## config.mk

```make
export PLATFORM = sky130hd
export DESIGN_NAME = strobe_decoder_flat
export DESIGN_NICKNAME = d
export VERILOG_FILES = /design/src/rtl/strobe_decoder_if.sv /design/src/rtl/strobe_decoder.sv /design/src/flat_wrapper.sv
export SDC_FILE = /design/constraint.sdc
export NUM_CORES = 1
export LEC_CHECK = 0
export BUFFER_PORTS_ARGS = -buffer_cell sky130_fd_sc_hd__clkbuf_2
export CAP_MARGIN = 20
export CORE_MARGIN = 2
export CORE_UTILIZATION = 50
export CTS_CLUSTER_DIAMETER = 100
export DETAILED_ROUTE_END_ITERATION = 7
export PLACE_DENSITY = 0.73
export SETUP_SLACK_MARGIN = 0.05
export SLEW_MARGIN = 5
export SYNTH_ARGS = -nofsm -noshare
export SYNTH_HDL_FRONTEND = slang
export SYNTH_SLANG_ARGS = --single-unit
```

## constraint.sdc

```tcl
create_clock -name clk -period 2.42 [get_ports clk]
set_input_delay 0.121 -clock clk [delete_from_list [all_inputs] [get_ports clk]]
set_output_delay 0.121 -clock clk [all_outputs]
set_load 0.01 [all_outputs]
```

## src/rtl/strobe_decoder_if.sv

```systemverilog
// Bus bundle for strobe_decoder: enables, request/address in, strobes and status out.
// With STROBE_DECODER_ERR_EN defined the bundle also carries the sticky err flag.
interface strobe_decoder_if #(
    parameter int WIDTH_OUT = 8,
    parameter int WIDTH_IN  = $clog2(WIDTH_OUT)
);
    logic                 Enable1_bar;
    logic                 Enable2_bar;
    logic                 Enable3;
    logic                 req;
    logic [WIDTH_IN-1:0]  A;
    logic [WIDTH_OUT-1:0] Y;
    logic                 busy;
    logic                 done;
`ifdef STROBE_DECODER_ERR_EN
    logic                 err;
`endif

    modport master (
        output Enable1_bar, Enable2_bar, Enable3, req, A,
        input  Y, busy, done
`ifdef STROBE_DECODER_ERR_EN
        , input err
`endif
    );

    modport slave (
        input  Enable1_bar, Enable2_bar, Enable3, req, A,
        output Y, busy, done
`ifdef STROBE_DECODER_ERR_EN
        , output err
`endif
    );
endinterface

```

## src/rtl/strobe_decoder.sv

```systemverilog
// Sequenced active-low strobe decoder: latches an address on request and drives
// a glitch-free low pulse on Y[addr] framed by setup and hold phases.
// Every output comes straight from a flop; A never reaches Y combinationally.
// Optional macro STROBE_DECODER_ERR_EN adds a sticky err flag and rejects
// out-of-range or unknown addresses instead of running a silent sequence.
module strobe_decoder #(
    parameter int WIDTH_OUT    = 8,
    parameter int WIDTH_IN     = $clog2(WIDTH_OUT),
    parameter int SETUP_CYCLES = 1,
    parameter int PULSE_CYCLES = 2,
    parameter int HOLD_CYCLES  = 1
) (
    input logic clk,
    input logic _MR,
    strobe_decoder_if.slave bus
);
    typedef enum logic [1:0] {IDLE, SETUP, ACTIVE, HOLD} state_t;

    localparam logic [WIDTH_OUT-1:0] ONE      = {{(WIDTH_OUT-1){1'b0}}, 1'b1};
    localparam logic [3:0]           SETUP_LD = 4'(SETUP_CYCLES - 1);
    localparam logic [3:0]           PULSE_LD = 4'(PULSE_CYCLES - 1);
    localparam logic [3:0]           HOLD_LD  = 4'(HOLD_CYCLES - 1);
`ifdef STROBE_DECODER_ERR_EN
    localparam logic [WIDTH_IN:0]    A_LIM    = (WIDTH_IN + 1)'(WIDTH_OUT);
`endif

    // One-hot low decode; shifting past the top leaves all ones (out-of-range
    // addresses stay silent) and an unknown address yields all X.
    function automatic logic [WIDTH_OUT-1:0] decode(input logic [WIDTH_IN-1:0] a);
        return ~(ONE << a);
    endfunction

    state_t               state_q, state_d;
    logic [3:0]           cnt_q, cnt_d;
    logic [WIDTH_IN-1:0]  addr_q, addr_d;
    logic [WIDTH_OUT-1:0] y_q, y_d;
    logic                 busy_q, busy_d;
    logic                 done_q, done_d;
    logic                 accept;
    logic                 en;
`ifdef STROBE_DECODER_ERR_EN
    logic                 err_q, err_d;
`endif

    assign en = !bus.Enable1_bar && !bus.Enable2_bar && bus.Enable3;

    // Next-state and next-output logic; outputs default to idle (all high, no done).
    always_comb begin
        state_d = state_q;
        cnt_d   = cnt_q;
        addr_d  = addr_q;
        y_d     = '1;
        busy_d  = busy_q;
        done_d  = 1'b0;
        accept  = 1'b0;
`ifdef STROBE_DECODER_ERR_EN
        err_d   = err_q;
`endif
        case (state_q)
            IDLE: begin
                busy_d = 1'b0;
                if (bus.req && en) begin
`ifdef STROBE_DECODER_ERR_EN
                    // An unknown address fails the compare and lands in the error arm.
                    if ({1'b0, bus.A} < A_LIM) accept = 1'b1;
                    else                       err_d  = 1'b1;
`else
                    accept = 1'b1;
`endif
                end else if (!bus.req || !en) begin
                    y_d = '1;
                end else begin
                    // Request with an unknown enable: refuse to pretend the outputs are clean.
                    y_d = 'x;
                end
                if (accept) begin
                    addr_d = bus.A;
                    busy_d = 1'b1;
                    if (SETUP_CYCLES == 0) begin
                        state_d = ACTIVE;
                        cnt_d   = PULSE_LD;
                        y_d     = decode(bus.A);
                    end else begin
                        state_d = SETUP;
                        cnt_d   = SETUP_LD;
                    end
                end
            end
            SETUP: begin
                if (cnt_q != 4'd0) begin
                    cnt_d = cnt_q - 4'd1;
                end else begin
                    state_d = ACTIVE;
                    cnt_d   = PULSE_LD;
                    y_d     = decode(addr_q);
                end
            end
            ACTIVE: begin
                if (cnt_q != 4'd0) begin
                    cnt_d = cnt_q - 4'd1;
                    y_d   = decode(addr_q);
                end else if (HOLD_CYCLES == 0) begin
                    state_d = IDLE;
                    busy_d  = 1'b0;
                    done_d  = 1'b1;
                end else begin
                    state_d = HOLD;
                    cnt_d   = HOLD_LD;
                end
            end
            HOLD: begin
                if (cnt_q != 4'd0) begin
                    cnt_d = cnt_q - 4'd1;
                end else begin
                    state_d = IDLE;
                    busy_d  = 1'b0;
                    done_d  = 1'b1;
                end
            end
            default: begin
                state_d = IDLE;
                busy_d  = 1'b0;
            end
        endcase
        // Losing enable mid-sequence abandons it outright; no partial pulse survives.
        if (state_q != IDLE && !en) begin
            state_d = IDLE;
            busy_d  = 1'b0;
            done_d  = 1'b0;
            y_d     = '1;
`ifdef STROBE_DECODER_ERR_EN
            err_d   = 1'b1;
`endif
        end
    end

    // State and output registers; async reset forces the strobes high immediately.
    always_ff @(posedge clk or negedge _MR) begin
        if (!_MR) begin
            state_q <= IDLE;
            cnt_q   <= 4'd0;
            addr_q  <= '0;
            y_q     <= '1;
            busy_q  <= 1'b0;
            done_q  <= 1'b0;
`ifdef STROBE_DECODER_ERR_EN
            err_q   <= 1'b0;
`endif
        end else begin
            state_q <= state_d;
            cnt_q   <= cnt_d;
            addr_q  <= addr_d;
            y_q     <= y_d;
            busy_q  <= busy_d;
            done_q  <= done_d;
`ifdef STROBE_DECODER_ERR_EN
            err_q   <= err_d;
`endif
        end
    end

    assign bus.Y    = y_q;
    assign bus.busy = busy_q;
    assign bus.done = done_q;
`ifdef STROBE_DECODER_ERR_EN
    assign bus.err  = err_q;
`endif
endmodule

```

## src/flat_wrapper.sv

```systemverilog
// flat-port wrapper written by rule: the top's interface ports become plain ports
module strobe_decoder_flat 
#(
    parameter int WIDTH_OUT    = 8,
    parameter int WIDTH_IN     = $clog2(WIDTH_OUT),
    parameter int SETUP_CYCLES = 1,
    parameter int PULSE_CYCLES = 2,
    parameter int HOLD_CYCLES  = 1
)
  (clk, _MR, bus_Enable1_bar, bus_Enable2_bar, bus_Enable3, bus_req, bus_A, bus_Y, bus_busy, bus_done);
  strobe_decoder_if #(.WIDTH_OUT(WIDTH_OUT), .WIDTH_IN(WIDTH_IN)) bus_i ();
  input logic clk;
  input logic _MR;
  input wire logic [$bits(bus_i.Enable1_bar)-1:0] bus_Enable1_bar;
  input wire logic [$bits(bus_i.Enable2_bar)-1:0] bus_Enable2_bar;
  input wire logic [$bits(bus_i.Enable3)-1:0] bus_Enable3;
  input wire logic [$bits(bus_i.req)-1:0] bus_req;
  input wire logic [$bits(bus_i.A)-1:0] bus_A;
  output wire logic [$bits(bus_i.Y)-1:0] bus_Y;
  output wire logic [$bits(bus_i.busy)-1:0] bus_busy;
  output wire logic [$bits(bus_i.done)-1:0] bus_done;
  assign bus_i.Enable1_bar = bus_Enable1_bar;
  assign bus_i.Enable2_bar = bus_Enable2_bar;
  assign bus_i.Enable3 = bus_Enable3;
  assign bus_i.req = bus_req;
  assign bus_i.A = bus_A;
  assign bus_Y = bus_i.Y;
  assign bus_busy = bus_i.busy;
  assign bus_done = bus_i.done;
  strobe_decoder #(.WIDTH_OUT(WIDTH_OUT), .WIDTH_IN(WIDTH_IN), .SETUP_CYCLES(SETUP_CYCLES), .PULSE_CYCLES(PULSE_CYCLES), .HOLD_CYCLES(HOLD_CYCLES)) u_core (.clk(clk), ._MR(_MR), .bus(bus_i));
endmodule
```

==> summary.md <==
| Metric | Value |
|---|---|
| H-tree Lvls | 1 |
| TritonCTS clock tree | yes |
| Commonest cells after routing, fill and taps aside | clkbuf_2, dfrtp_1, o21ai_0 |
| Die area | roughly 2500 µm² |
| Final Hold Fails | 0 |
| Clock Skew | 0.00607 ns |
| Gp weighted congestion | approximately 0.80 |
| Fmax | about 0.53 GHz |
| Seq/Total Area, Yosys | 45.5% |
| Final cell count without fillers | approximately 140 |
| Die Wd | 50.2 µm |
| Synthesized area | about 1100 µm² |
| Met1 Usage GRT | a little over a fifth |
| Global Route met2 Usage | approximately 26% |
| DRC Markers | 0 |
| Clock root buffer | clkbuf_4 |
| Max-capacitance violation count | 0 |
| Met3 global-route usage | under 10% |
| DR vias | between 700 and 800 |
| Post-CTS Setup Bufs | 0 |
| Reg2Reg Setup Slack | approximately 0.54 ns |
| Status | finished, final reports clean |
| ANT cells | 0 |
| Hold Path Class | in -> reg |
| P&R area growth vs syn | 13.3% |
| Vias in the first global route | approximately 700 |
| Final WS setup | roughly 0.54 ns |
| Final Cycle Share | between 70% and 80% |
| Hold_buf cts | 1 |
| Starting DRT DRC Count | 5 |
| Slew headroom | about two thirds |
| Clk buf depth | 2 |
| Worst vdd ir | approximately 0.8 mV |
| Arr. time, crit path | approximately 2.1 ns |
| DR vias/cell | between 5 and 6 |
| Worst hold slack | between 0.05 and 0.06 ns |
| Synth warnings | 0 |
| Critical path launch point type | flip-flop |
| Placed insts | around 140 |
| PwrDens | between 1000 and 1500 nW/µm² |
| Crit-path max FO | 5 |
| Grt total ovfl | 0 |
| Final min period | around 1.9 ns |
| # rows | 16 |
| Largest net degree at the start of global routing | 20 |
| RR Startpoint | u_core.state_q[0] |
| Dpl ws | 0.543 ns |
| Chip Height | about 50 µm |
| # setup viols final | 0 |
| Commonest non-fill, non-tap cell in the layout | clkbuf_2 |
| Leakage | 0.543 nW |
| Io pins | 19 |
| Drt total wl | approximately 1.7 mm |
| # nets final | roughly 130 |
| Total Routing Usage GR | ~17% |
| CP Class | reg -> reg |
| Post-synthesis average cell area | 11.2 µm² |
| Slew @ Worst Pin | 0.493 ns |
| Clock Latency Late Sink | 0.29 ns |
| Worst-path clk slew | roughly 0.1 ns |
| Antenna-violating nets left | 0 |
| WP data required | around 2.6 ns |
| Netlist cell types | 36 |
| Wirelength per Cell | approximately 12 µm |
| Setup repair after global routing missed its margin | false |
| Num CTS Buffers | 3 |
| Sink Count | 19 |
| FILL cells | between 150 and 200 |
| CP startpoint | u_core.state_q[0] |
| Final setup TNS | 0 ns |
| Initial DRT Pass Iterations | 4 |
| Initial Util | approximately 54% |
| HPWL Detailed | between 1 and 1.5 mm |
| Worst Hold Launch | bus_A[1] |
| Max Slew Vio Count | 0 |
| Core area | a little under 2000 µm² |
| #FFs+latches synth | 19 |
| Initial antenna violation count | 0 |
| Post-Syn Instances | 95 |
| Share of layout cells above drive strength 1 | approximately a third |
| Layer with the highest usage | met2 |
| PostCTS Resize Cnt | 0 |
| Synth Net Count | about 110 |
| First-pass GRT wire length | roughly 3.1 mm |
| Port Buffers | 18 |
| Critical path capture point type | flip-flop |
per-layer routing:
metal	vias up	wire length, µm
met5	-	0
met4	0	43
met3	4	71
met2	17	765
met1	355	848
li1	382	-
cell usage after synthesis (all sizes together):
| cell type | number | area share, % |
|---|---|---|
| a21oi | 2 | 0.94 |
| a221o | 2 | 1.9 |
| a22o | 2 | 1.6 |
| and2 | 1 | 0.59 |
| and3 | 1 | 0.59 |
| and3b | 2 | 1.6 |
| buf | 3 | 1.8 |
| clkbuf | 2 | 0.70 |
| dfrtp | 11 | 26 |
| dfstp | 8 | 20 |
| ha | 7 | 8.2 |
| inv | 4 | 1.4 |
| mux2 | 5 | 5.6 |
| mux2i | 1 | 0.94 |
| nand2 | 3 | 1.1 |
| nand3 | 1 | 0.47 |
| nand3b | 2 | 1.4 |
| nand4b | 1 | 0.82 |
| nand4bb | 1 | 1.1 |
| nor2 | 6 | 2.3 |
| nor2b | 3 | 1.8 |
| nor3 | 3 | 1.4 |
| nor3b | 7 | 6.9 |
| o21ai | 10 | 4.7 |
| o21ba | 1 | 0.94 |
| o221ai | 1 | 0.82 |
| o31a | 1 | 0.82 |
| o31ai | 2 | 2.7 |
| or3 | 1 | 0.59 |
| or4 | 1 | 0.70 |
registers in the layout, summed over array words and instances (netlist names):
name and count:
u_core.bus.done 1, u_core.bus.Y 8, u_core.cnt_q 4, u_core.bus.busy 1, u_core.state_q 2, u_core.addr_q 3
report_power, final:
part	switching, mW	internal (mW)	total (mW)	leakage (nW)
clock	0.0920	0.0640	0.156	0.0150
sequential	0.101	0.436	0.538	0.227
combinational	0.388	0.351	0.738	0.301
worst max-delay path, cell delays in order, from the launching register on:
cell	delay, ns
dfrtp_1	0.40
inv_1	0.10
ha_1	0.27
nor3_1	0.46
or3_1	0.23
nor3b_1	0.06
a221o_1	0.25
metrics by stage:
| step | area [µm²] | total power [mW] | utilization, % |
|---|---|---|---|
| after floorplan | 1070 | 1.14 | - |
| after global placement | 1170 | 1.27 | 59.1 |
| after detailed placement | 1170 | 1.28 | 59.1 |
| after CTS | 1210 | 1.44 | 60.9 |
| after global routing | 1210 | 1.57 | 60.9 |
| final | 1210 | 1.43 | 60.9 |
layout make-up:
cell class / count / area (µm²) / area share [%]
Multi-Input combinational cell: 67 / 539 / 44.7
Sequential cell: 19 / 485 / 40.2
Inverter: 4 / 15.0 / 1.24
Timing Repair Buffer: 20 / 108 / 8.91
Tap cell: 27 / 33.8 / 2.80
Clock buffer: 4 / 26.3 / 2.18
path summary, 6_finish.rpt:
kind | to | cells past startpoint
setup / recovery | u_core.cnt_q[2] | 6
hold / removal | u_core.addr_q[1] | 2
setup reg to reg | u_core.cnt_q[2] | 6
hold reg to reg | u_core.cnt_q[1] | 2
max in group asynchronous | u_core.bus.Y[6] | 2
min in group asynchronous | u_core.bus.done | 2
cells by family after synthesis:
kind of cell    Yosys count  synth area share [%]
compound gates           21                  14.4
fa+ha+maj                 7                  8.22
buf+inv                   9                  3.87
flops                    19                  45.5
mux                       6                  6.57
simple gates             33                  21.4
(Power assumes the default switching activity.)
